<file path="src/rtl/dma_streamer.sv">
// dma_streamer: splits one DMA descriptor into AXI burst requests.
// Each burst is bus-aligned, limited to MAX_BEATS (or one beat) and never
// crosses a 4KB boundary.
// Ports:
//   clk, rst             clock, asynchronous active-high reset
//   dma_go_i             start pulse; descriptor sampled in the same cycle
//   dma_abort_i          abort the running descriptor
//   src_addr_i           descriptor source address (used when STREAM_RD=1)
//   dst_addr_i           descriptor destination address (used when STREAM_RD=0)
//   num_bytes_i          transfer length in bytes
//   req_*                burst request (valid/ready handshake to the AXI side)
//   busy_o, done_o       running flag, one-cycle completion pulse
//   err_*                alignment error pulse, offending address and code
module dma_streamer #(
  parameter int unsigned DATA_W       = 32,
  parameter bit          STREAM_RD    = 1'b1,
  parameter int unsigned MAX_BEATS    = 256,
  parameter bit          MAX_BURST_EN = 1'b1
) (
  input  logic                clk,
  input  logic                rst,
  input  logic                dma_go_i,
  input  logic                dma_abort_i,
  input  logic [31:0]         src_addr_i,
  input  logic [31:0]         dst_addr_i,
  input  logic [31:0]         num_bytes_i,
  output logic                req_valid_o,
  input  logic                req_ready_i,
  output logic [31:0]         req_addr_o,
  output logic [7:0]          req_alen_o,
  output logic [2:0]          req_size_o,
  output logic [DATA_W/8-1:0] req_strb_o,
  output logic                busy_o,
  output logic                done_o,
  output logic                err_valid_o,
  output logic [31:0]         err_addr_o,
  output logic [1:0]          err_src_o
);

  localparam int unsigned BPB     = DATA_W / 8;
  localparam int unsigned LOG_BPB = $clog2(BPB);
  localparam int unsigned LIM     = MAX_BURST_EN ? MAX_BEATS : 1;
  localparam logic [31:0] OFS_MASK = 32'(BPB - 1);
  localparam logic [1:0]  DMA_UNALIGNED_ERR = 2'd2;

  typedef enum logic [1:0] {IDLE, RUN, DONE} state_t;

  state_t      state;
  logic [31:0] cur_addr;
  logic [31:0] bytes_left;

  // Beats in the next burst: min(beats left, beats to 4KB edge, limit).
  function automatic logic [8:0] burst_of(input logic [11:0] addr_lo,
                                          input logic [31:0] bytes);
    logic [31:0] beats_left;
    logic [12:0] beats_4k;
    logic [31:0] m;
    beats_left = bytes >> LOG_BPB;
    beats_4k   = (13'd4096 - {1'b0, addr_lo}) >> LOG_BPB;
    m = beats_left;
    if (32'(beats_4k) < m) m = 32'(beats_4k);
    if (32'(LIM) < m)      m = 32'(LIM);
    return 9'(m);
  endfunction

  logic [31:0] sel_addr;
  logic [31:0] step;
  logic [31:0] nxt_addr;
  logic [31:0] nxt_bytes;
  logic [8:0]  go_burst;
  logic [8:0]  nxt_burst;
  logic        hs;
  logic        go_bad;

  assign sel_addr  = STREAM_RD ? src_addr_i : dst_addr_i;
  assign hs        = req_valid_o && req_ready_i;
  // req_alen_o always holds the current burst length minus one
  assign step      = 32'({1'b0, req_alen_o} + 9'd1) << LOG_BPB;
  assign nxt_addr  = cur_addr + step;
  assign nxt_bytes = bytes_left - step;
  assign go_burst  = burst_of(sel_addr[11:0], num_bytes_i);
  assign nxt_burst = burst_of(nxt_addr[11:0], nxt_bytes);
  assign go_bad    = ((sel_addr & OFS_MASK) != 32'd0) ||
                     ((num_bytes_i & OFS_MASK) != 32'd0);
  assign req_addr_o = cur_addr;

  // Descriptor FSM with registered request/status outputs.
  always_ff @(posedge clk or posedge rst) begin
    if (rst) begin
      state       <= IDLE;
      cur_addr    <= 32'd0;
      bytes_left  <= 32'd0;
      req_valid_o <= 1'b0;
      req_alen_o  <= 8'd0;
      req_size_o  <= 3'd0;
      req_strb_o  <= '0;
      busy_o      <= 1'b0;
      done_o      <= 1'b0;
      err_valid_o <= 1'b0;
      err_addr_o  <= 32'd0;
      err_src_o   <= 2'd0;
    end else begin
      done_o      <= 1'b0;
      err_valid_o <= 1'b0;
      case (state)
        IDLE: begin
          if (dma_go_i) begin
            if (go_bad) begin
              err_valid_o <= 1'b1;
              err_addr_o  <= sel_addr;
              err_src_o   <= DMA_UNALIGNED_ERR;
            end else begin
              err_addr_o <= 32'd0;
              err_src_o  <= 2'd0;
              if (num_bytes_i == 32'd0) begin
                state  <= DONE;
                done_o <= 1'b1;
              end else begin
                state       <= RUN;
                cur_addr    <= sel_addr;
                bytes_left  <= num_bytes_i;
                req_valid_o <= 1'b1;
                busy_o      <= 1'b1;
                req_alen_o  <= 8'(go_burst - 9'd1);
                req_size_o  <= 3'(LOG_BPB);
                req_strb_o  <= '1;
              end
            end
          end
        end
        RUN: begin
          // An accepted burst always counts, even when aborted this cycle
          if (hs) begin
            cur_addr   <= nxt_addr;
            bytes_left <= nxt_bytes;
            req_alen_o <= (nxt_bytes == 32'd0) ? 8'd0 : 8'(nxt_burst - 9'd1);
          end
          if (dma_abort_i) begin
            state       <= IDLE;
            req_valid_o <= 1'b0;
            busy_o      <= 1'b0;
          end else if (hs && (nxt_bytes == 32'd0)) begin
            state       <= DONE;
            req_valid_o <= 1'b0;
            busy_o      <= 1'b0;
            done_o      <= 1'b1;
          end
        end
        DONE:    state <= IDLE;
        default: state <= IDLE;
      endcase
    end
  end

endmodule

</file>
<file path="config.mk">
export PLATFORM = sky130hd
export DESIGN_NAME = dma_streamer
export DESIGN_NICKNAME = d
export VERILOG_FILES = /design/src/rtl/dma_streamer.sv
export SDC_FILE = /design/constraint.sdc
export NUM_CORES = 1
export LEC_CHECK = 0
export ABC_AREA = 1
export BUFFER_PORTS_ARGS = -buffer_cell sky130_fd_sc_hd__buf_2
export CAP_MARGIN = 20
export CORE_MARGIN = 2
export CORE_UTILIZATION = 45
export DETAILED_ROUTE_END_ITERATION = 8
export GPL_TIMING_DRIVEN = 0
export PLACE_DENSITY = 0.68
export SETUP_SLACK_MARGIN = 0.15
export SYNTH_ARGS = -nofsm -noshare
export SYNTH_HDL_FRONTEND = slang
export SYNTH_SLANG_ARGS = --single-unit
</file>
<file path="constraint.sdc">
create_clock -name clk -period 15.54 [get_ports clk]
set_input_delay 1.554 -clock clk [delete_from_list [all_inputs] [get_ports clk]]
set_output_delay 1.554 -clock clk [all_outputs]
set_load 0.02 [all_outputs]
</file>
==> results of run 1 <==
## routing by layer
metal / vias up / routed length, um
met1: 4514 / 13410
met2: 370 / 13390
met4: 0 / 631
li1: 4800 / -
met3: 46 / 2231
met5: - / 0
## worst max path at each step
stage	start	to	slack, ns	depth (start not counted)
after global routing	req_alen_o[0]$_DFFE_PP0P_	req_alen_o[6]$_DFFE_PP0P_	8.80	41
after detailed placement	req_alen_o[0]$_DFFE_PP0P_	req_alen_o[4]$_DFFE_PP0P_	9.57	39
after CTS	req_alen_o[0]$_DFFE_PP0P_	req_alen_o[4]$_DFFE_PP0P_	9.54	39
after global placement	rst	bytes_left[24]$_DFFE_PP0P_	9.48	2
after floorplan	src_addr_i[0]	req_alen_o[1]$_DFFE_PP0P_	10.48	27
final	req_alen_o[0]$_DFFE_PP0P_	req_alen_o[4]$_DFFE_PP0P_	9.47	39
## cell families (layout without fill, tap and decap cells)
| kind of cell | count (synthesis) | after routing | synth area share [%] |
|---|---|---|---|
| AND/OR/NAND/NOR | 688 | 688 | 32.85 |
| buffers and inverters | 257 | 424 | 11.12 |
| AO/OA/AOI/OAI | 246 | 246 | 15.00 |
| flip-flops | 111 | 111 | 30.52 |
| adder cells (fa/ha/maj) | 44 | 44 | 6.213 |
| XOR/XNOR | 43 | 43 | 4.137 |
| other | 1 | 3 | 0.04120 |
| multiplexers | 1 | 1 | 0.1237 |
## registers in the layout (all words and copies together), names as in the netlist
name         cells
done_o           1
req_size_o       1
req_alen_o       8
bytes_left      32
err_valid_o      1
err_src_o        1
req_addr_o      32
state            2
err_addr_o      32
busy_o           1
## final cells by class
| cell class | count | area, um^2 |
|---|---|---|
| clock buffer | 9 | 225.2 |
| multi-input combinational | 1025 | 5320 |
| clock inverter | 7 | 112.6 |
| inverter | 213 | 804.5 |
| timing repair buffer | 151 | 778.2 |
| fill | 2060 | 9470 |
| sequential | 111 | 2778 |
| buffer | 44 | 212.7 |
| tap | 270 | 337.8 |
## worst min-delay path, cell delays in order (launching register included)
cell	delay (ns)
dfrtp_1	0.35
nand2_1	0.06
nand2_1	0.05
## cell usage in the layout (no fill, tap or decap), types with 4 or more instances in the layout
cell type	Yosys	layout
xnor2_1	5	5
nand3_2	4	4
clkbuf_1	32	32
nand3_1	61	61
nor3_1	21	21
ha_1	42	42
a31oi_1	9	9
clkbuf_16	0	9
clkinv_8	0	4
xor2_1	38	38
nand2_2	20	20
buf_4	8	8
nand2_1	382	382
dfrtp_1	111	111
o211ai_1	5	5
o21ai_1	5	5
nor2_2	8	8
a22o_1	5	5
inv_1	206	205
a21oi_1	74	74
nor2_1	134	134
o21ai_0	120	120
inv_2	6	6
buf_2	2	152
nand4_1	36	36
## metrics by stage
step | worst slack [ns] | cell area, um^2 | hold slack [ns] | cells | utilization (%)
final | 9.467 | 10570 | 0.4883 | 1830 | 52.74
after global routing | 8.804 | 10570 | 0.5158 | 1830 | 52.74
after CTS | 9.537 | 10570 | 0.4891 | 1830 | 52.74
after detailed placement | 9.574 | 10230 | 0.4663 | 1814 | 51.06
after global placement | 9.479 | 10200 | 0.4602 | 1813 | 50.89
after floorplan | 10.48 | 9110 | 0.4602 | 1393 | -
==> reports/qor.yml, run 1 <==
status: "complete, no violations"
synth_top_area_share_pct: 30.52
cp-end-kind: "register"
num_rows: 52
firstDrtPassIters: 5
cp.required_ns: 15.82
num_io_pins: 186
yosysWarningCount: 0
syn-cell-area_mm2: 0.009102
cp-start-kind: "register"
hpwl_mm: 23.89
clock_skew_ns: 0.01664
cts_buffers: 9
report.final.slew_viol_count: 0
cts_num_sinks: 111
fin_setup_tns_ns: 0
ctsHoldBuffers: 0
setup_viol: 0
grt_pass1_wl_mm: 46.24
drt-total-wl_mm: 29.66
crit_fanout: 10
crit_type: "register to register"
synth_area_per_cell_um2: 6.544
rsz0062_at_grt: "false"
use_met3_pct: 5.219
tightest_slew_ns: 1.049
vias: 9730
die_w_um: 146.2
core-area_mm2: 0.02004
use_met1_pct: 38.16
ant_nets: 0
top_usage_layer: "met2"
remaining_drc_errors: 0
ys_seq_area_share_pct: 30.52
path_clk_slew_ns: 0.10
grt_max_degree: 69
yosys.area.top_type: "dfrtp_1"
cts_setup_buffers: 0
cp_num_buf_inv: 5
synth_edf_count: 0
maxCapViolCount: 0
timing.fmax_mhz: 164.7
initial_utilization_pct: 45.42
die_area_mm2: 0.02138
reg2reg_from: "req_alen_o[0]$_DFFE_PP0P_"
cts.path.max_buffers: 2
relSlewSlack_pct: 29.79
antenna_found_initial: 0
synthFlopType: "dfrtp_1"
fin_crit_sh_pct: 39.08
hold_path_class: "register to register"
min_to: "err_addr_o[17]$_DFFE_PP0P_"
worstHoldStart: "err_addr_o[17]$_DFFE_PP0P_"
final_nets: 1700
reg2reg_slack_ns: 9.47
synth_area_leaders: "dfrtp_1 (31%), nand2_1 (16%), inv_1 (8.5%)"
worst_path_largest_cell_delay_ns: 0.49
hold_depth: 2
grt_usage_pct: 27.45
drtIter0Drc: 777
drive_gt1_share_pct: 15.06
cts_resized: 0
synth_cell_types: 55
cts_tree: "yes"
insertion_delay_ns: 0.38
post_drt_wl_per_cell_um: 16.21
use_met2_pct: 44.20
grt_pass1_vias: 8855
hold_viol_final: 0
num_antenna_cells: 0
htreeDepth: 3
gp_congestion: 0.9562
crit_family: "simple AND/OR/NAND/NOR gates"
syn_to_final_growth_pct: 16.11
synth-async-reset-ratio_pct: 100.0
arrival_ns: 6.36
reg2reg_depth: 39
die_h_um: 146.2
vias_per_cell: 5.317
synth_seq_cells: 111
root_buffer: "clkbuf_16"
cp_common_cell: "nand2_1"
min_period_ns: 6.073
critPathSlowestCell: "xnor2_1"
synthCells: 1391
r2r-end: "req_alen_o[4]$_DFFE_PP0P_"
grt-ovfl-total: 0
synthTopCellsByCount: "nand2_1 (382), inv_1 (206), nor2_1 (134)"
synth.most_common_cell: "nand2_1"
port_buffers: 150
Power of run 1 is left out: the tool's default activity adds up to more than one toggle a clock period on the data nets, which glitch-free logic cannot reach.
==> run 2, diff against run 1 <==
clock period = 6.3 ns   (was 15.54 ns; I/O delays follow)
==> run 2 against run 1 <==
Clock skew decreased by 0.0013 ns. Register-to-register slack got worse by 8.8 ns. Via count up 0.59%. Core utilization rose by 1.3 points. Clock-buffer cell count unchanged. Hold slack worse by 0.22 ns. Final cell count is 0.77% higher. Sequential cell count did not move.
==> reports/qor.yml, run 2 (synthesis gave the netlist of run 1 again) <==
crit_type: "register to register"  # unchanged
cp.required_ns: 6.58  # was 15.82 ns
reg2reg_depth: 39  # unchanged
cts_buffers: 9  # unchanged
reg2reg_from: "req_alen_o[1]$_DFFE_PP0P_"  # was req_alen_o[0]$_DFFE_PP0P_
clock_skew_ns: 0.01533  # was 0.01664 ns
die_w_um: 146.2  # unchanged
cp-end-kind: "register"  # unchanged
fin_crit_sh_pct: 90.19  # was 39.08%
cp_common_cell: "nand2_1"  # unchanged
drive_gt1_share_pct: 17.34  # was 15.06%
crit_fanout: 10  # unchanged
drt-total-wl_mm: 29.99  # was 29.66 mm
maxCapViolCount: 0  # unchanged
setup_viol: 0  # unchanged
ctsHoldBuffers: 0  # unchanged
cts_tree: "yes"  # unchanged
fillers: 2037  # was 2060
min_period_ns: 5.682  # was 6.073 ns
remaining_drc_errors: 0  # unchanged
arrival_ns: 5.97  # was 6.36 ns
grt_pass1_wl_mm: 46.24  # unchanged
cts.path.max_buffers: 2  # unchanged
grt_usage_pct: 27.45  # unchanged
critPathSlowestCell: "dfrtp_1"  # was xnor2_1
syn_to_final_growth_pct: 18.89  # was 16.11%
initial_utilization_pct: 45.42  # unchanged
core-area_mm2: 0.02004  # unchanged
tightest_slew_ns: 1.020  # was 1.049 ns
setup_slack_ns: 0.6181  # was 9.467 ns
firstDrtPassIters: 6  # was 5
relSlewSlack_pct: 31.78  # was 29.79%
cp-start-kind: "register"  # unchanged
fin_setup_tns_ns: 0  # unchanged
layout_commonest_cell: "nand2_1"  # unchanged
placed_area_mm2: 0.01023  # unchanged
final_nets: 1714  # was 1700
drtIter0Drc: 663  # was 777
hold-worst-slack_ns: 0.2709  # was 0.4883 ns
htreeDepth: 3  # unchanged
reg2reg_slack_ns: 0.62  # was 9.47 ns
hold_viol_final: 0  # unchanged
rsz0062_at_grt: "false"  # unchanged
grt_max_degree: 69  # unchanged
port_buffers: 150  # unchanged
vias: 9787  # was 9730
die_h_um: 146.2  # unchanged
worst_path_largest_cell_delay_ns: 0.45  # was 0.49 ns
insertion_delay_ns: 0.38  # about the same
ant_nets: 0  # unchanged
die_area_mm2: 0.02138  # unchanged
root_buffer: "clkbuf_16"  # unchanged
status: "complete, no violations"  # unchanged
report.final.slew_viol_count: 0  # unchanged
multiInputGateArea_mm2: 0.005466  # was 0.005320 mm^2
num_io_pins: 186  # unchanged
num_rows: 52  # unchanged
hpwl_mm: 23.89  # unchanged
post_drt_wl_per_cell_um: 16.26  # was 16.21 um
vias_per_cell: 5.307  # was 5.317
grt_pass1_vias: 8855  # unchanged
layout_common_cells: "nand2_1 (380), inv_1 (205), buf_2 (152), nor2_1 (127), o21ai_0 (120)"  # was nand2_1 (382), inv_1 (205), buf_2 (152), nor2_1 (134), o21ai_0 (120)
path_clk_slew_ns: 0.09  # was 0.10 ns
gp_congestion: 0.9562  # unchanged
hold_path_class: "input pin to async pin"  # was register to register
finalInstanceArea_mm2: 0.01082  # was 0.01057 mm^2
cts_num_sinks: 111  # unchanged
antenna_found_initial: 0  # unchanged
r2r-end: "req_alen_o[4]$_DFFE_PP0P_"  # unchanged
timing.fmax_mhz: 176.0  # was 164.7 MHz
pre_cts_ws_ns: 0.3341  # was 9.574 ns
grt-ovfl-total: 0  # unchanged
num_antenna_cells: 0  # unchanged
regArea_mm2: 0.002779  # was 0.002778 mm^2
[run 2: metal layers]
layer	wire length (um)	global-route usage, %	up-vias
met3	2197	5.219	38
met4	561	7.039	0
met1	13540	38.16	4563
met2	13690	44.20	362
met5	0	0	-
li1	-	-	4824
[run 2: repair_timing]
item / 4_1_cts / 5_1_grt
hold endpoints to repair: 0 / 0
setup buffers: 0 / 14
resized for setup: 0 / 27
setup endpoints to repair: 0 / 7
[run 2: through the flow]
stage	cells	util, %
final	1844	54.00
after detailed placement	1814	51.06
after global placement	1813	50.89
after CTS	1830	52.74
after floorplan	1393	-
after global routing	1844	54.00
[run 2: cell type report]
type | count | share of cell area [%]
multi-input cells | 1025 | 50.51
flip-flops and latches | 111 | 25.68
repair buffers | 165 | 8.163
inverters | 213 | 7.434
well taps | 270 | 3.122
clock buffers | 9 | 2.081
plain buffers | 44 | 1.966
clock inverters | 7 | 1.041
[run 2: critical path, delay by kind of cell, from the launching register on]
kind	cells	cell delay (ns)
adders and majority gates	4	1.05
AOI/OAI and AO/OA	3	0.50
DFF	1	0.45
and+or+nand+nor	22	2.26
buffers and inverters	8	0.79
xor gates and xnor gates	2	0.51
[run 2: how the worst max path moves through the flow]
stage,from,to,slack (ns)
CTS,req_alen_o[0]$_DFFE_PP0P_,req_alen_o[4]$_DFFE_PP0P_,0.30
detailed placement,req_alen_o[0]$_DFFE_PP0P_,req_alen_o[4]$_DFFE_PP0P_,0.33
floorplan,req_alen_o[0]$_DFFE_PP0P_,req_alen_o[6]$_DFFE_PP0P_,1.29
global placement,req_alen_o[0]$_DFFE_PP0P_,req_alen_o[4]$_DFFE_PP0P_,0.41
finish,req_alen_o[1]$_DFFE_PP0P_,req_alen_o[4]$_DFFE_PP0P_,0.62
global route,req_alen_o[1]$_DFFE_PP0P_,req_alen_o[6]$_DFFE_PP0P_,0.02
Power of run 2 is left out for the same reason.
==> run 3, diff against run 2 <==
CTS_BUF_LIST = sky130_fd_sc_hd__clkbuf_4 sky130_fd_sc_hd__clkbuf_8   (was not set)
==> run 3 against run 2 <==
Critical path depth did not move. Clock skew up 0.010 ns. Worst setup slack better by 0.0087 ns. Clock-buffer cell count unchanged. Non-clock buffer count is the same. Hold slack lost 0.065 ns. Sequential share of layout area grew 0.24 points. Via count up 1.0%. First-iteration DRC count grew 5.6%. Die area unchanged.
==> reports/qor.yml, run 3 (synthesis gave the netlist of run 1 again) <==
status: "complete, no violations"  # unchanged
syn_to_final_growth_pct: 17.77  # was 18.89%
cts_tree: "yes"  # unchanged
ant_nets: 0  # unchanged
firstDrtPassIters: 5  # was 6
cp-start-kind: "register"  # unchanged
grt-ovfl-total: 0  # unchanged
crit_type: "register to register"  # unchanged
cp-end-kind: "register"  # unchanged
reg2reg_slack_ns: 0.63  # was 0.62 ns
use_met2_pct: 44.13  # was 44.20%
endpoint: "req_alen_o[4]$_DFFE_PP0P_"  # unchanged
die_w_um: 146.2  # unchanged
startpoint: "req_alen_o[1]$_DFFE_PP0P_"  # unchanged
r2r-end: "req_alen_o[4]$_DFFE_PP0P_"  # unchanged
worst_path_largest_cell_delay_ns: 0.47  # was 0.45 ns
vias_per_cell: 5.362  # was 5.307
use_met3_pct: 4.750  # was 5.219%
num_antenna_cells: 0  # unchanged
post_drt_wl_per_cell_um: 16.28  # was 16.26 um
finish.utilization_pct: 53.50  # was 54.00%
num_rows: 52  # unchanged
report.final.slew_viol_count: 0  # unchanged
grt_max_degree: 69  # unchanged
grt_pass1_wl_mm: 46.32  # was 46.24 mm
drt-total-wl_mm: 30.02  # was 29.99 mm
setup_viol: 0  # unchanged
cp_common_cell: "nand2_1"  # unchanged
hpwl_mm: 23.89  # unchanged
die_h_um: 146.2  # unchanged
crit_fanout: 10  # unchanged
die_area_mm2: 0.02138  # unchanged
drive_gt1_share_pct: 17.34  # unchanged
fillers: 2059  # was 2037
reg2reg_depth: 39  # unchanged
htreeDepth: 3  # unchanged
hold_path_class: "input pin to async pin"  # unchanged
timing.fmax_mhz: 176.3  # was 176.0 MHz
fin_crit_sh_pct: 90.05  # was 90.19%
port_buffers: 150  # unchanged
grt_pass1_vias: 8850  # was 8855
critPathSlowestCell: "dfrtp_1"  # unchanged
grt_usage_pct: 27.55  # was 27.45%
cp.required_ns: 6.64  # was 6.58 ns
layout_commonest_cell: "nand2_1"  # unchanged
reg2reg_from: "req_alen_o[1]$_DFFE_PP0P_"  # unchanged
hold_viol_final: 0  # unchanged
insertion_delay_ns: 0.43  # was 0.38 ns
cts_num_sinks: 111  # unchanged
root_buffer: "clkbuf_8"  # was clkbuf_16
tightest_slew_ns: 1.066  # was 1.020 ns
vias: 9887  # was 9787
cts_buffers: 9  # unchanged
gp_congestion: 0.9562  # unchanged
initial_utilization_pct: 45.42  # unchanged
fin_setup_tns_ns: 0  # unchanged
drtIter0Drc: 700  # was 663
maxCapViolCount: 0  # unchanged
cts.path.max_buffers: 2  # unchanged
num_io_pins: 186  # unchanged
path_clk_slew_ns: 0.14  # was 0.09 ns
antenna_found_initial: 0  # unchanged
final_nets: 1714  # unchanged
use_met1_pct: 38.20  # was 38.16%
layout_common_cells: "nand2_1 (380), inv_1 (205), buf_2 (152), nor2_1 (127), o21ai_0 (120)"  # unchanged
rsz0062_at_grt: "false"  # unchanged
remaining_drc_errors: 0  # unchanged
core-area_mm2: 0.02004  # unchanged
top_usage_layer: "met2"  # unchanged
min_period_ns: 5.673  # was 5.682 ns
arrival_ns: 6.01  # was 5.97 ns
relSlewSlack_pct: 28.64  # was 31.78%
clock_skew_ns: 0.02542  # was 0.01533 ns
run 3: metrics by stage:
step / instance area [um^2] / hold slack [ns] / cells / setup WS, ns
final: 10720 / 0.2057 / 1844 / 0.6268
after global routing: 10720 / 0.2361 / 1844 / 0.05926
after CTS: 10470 / 0.2172 / 1830 / 0.2890
after detailed placement: 10230 / 0.4663 / 1814 / 0.3341
after global placement: 10200 / 0.4602 / 1813 / 0.4052
after floorplan: 9110 / 0.4602 / 1393 / 1.287
run 3: critical path: cells and delay by family (launching register included):
family | cells | cell delay, ns
adders and majority gates | 4 | 1.05
DFF | 1 | 0.47
xor gates and xnor gates | 2 | 0.50
AOI/OAI and AO/OA | 3 | 0.50
buffers and inverters | 8 | 0.78
and+or+nand+nor | 22 | 2.26
run 3: area by class of cell:
cell class | count | area [um^2] | area share, %
plain buffers | 44 | 212.7 | 1.984
repair buffers | 165 | 883.3 | 8.240
clock buffers | 9 | 123.9 | 1.155
well taps | 270 | 337.8 | 3.151
inverters | 213 | 804.5 | 7.505
clock inverters | 7 | 112.6 | 1.050
multi-input cells | 1025 | 5466 | 50.99
flip-flops and latches | 111 | 2779 | 25.92
run 3: how the worst min path moves through the flow:
stage / slack, ns / end
after global placement: 0.46 / err_addr_o[9]$_DFFE_PP0P_
after floorplan: 0.46 / bytes_left[0]$_DFFE_PP0P_
after global routing: 0.24 / err_src_o[1]$_DFFE_PP0P_
after CTS: 0.22 / err_valid_o$_DFF_PP0_
after detailed placement: 0.47 / err_addr_o[17]$_DFFE_PP0P_
final: 0.21 / err_src_o[1]$_DFFE_PP0P_
run 3: what timing repair did:
action / in CTS / in global routing
endpoints found under the setup margin: 0 / 7
setup buffers: 0 / 14
gates resized for setup: 0 / 27
hold buffers: 0 / 0
run 3: metal layers:
layer | up-vias | share of wire, % | wire, um
met1 | 4642 | 45 | 13400
met3 | 49 | 7.5 | 2239
met5 | - | 0 | 0
li1 | 4818 | - | -
met4 | 0 | 2.4 | 731
met2 | 378 | 45 | 13650
Power of run 3 is left out for the same reason.
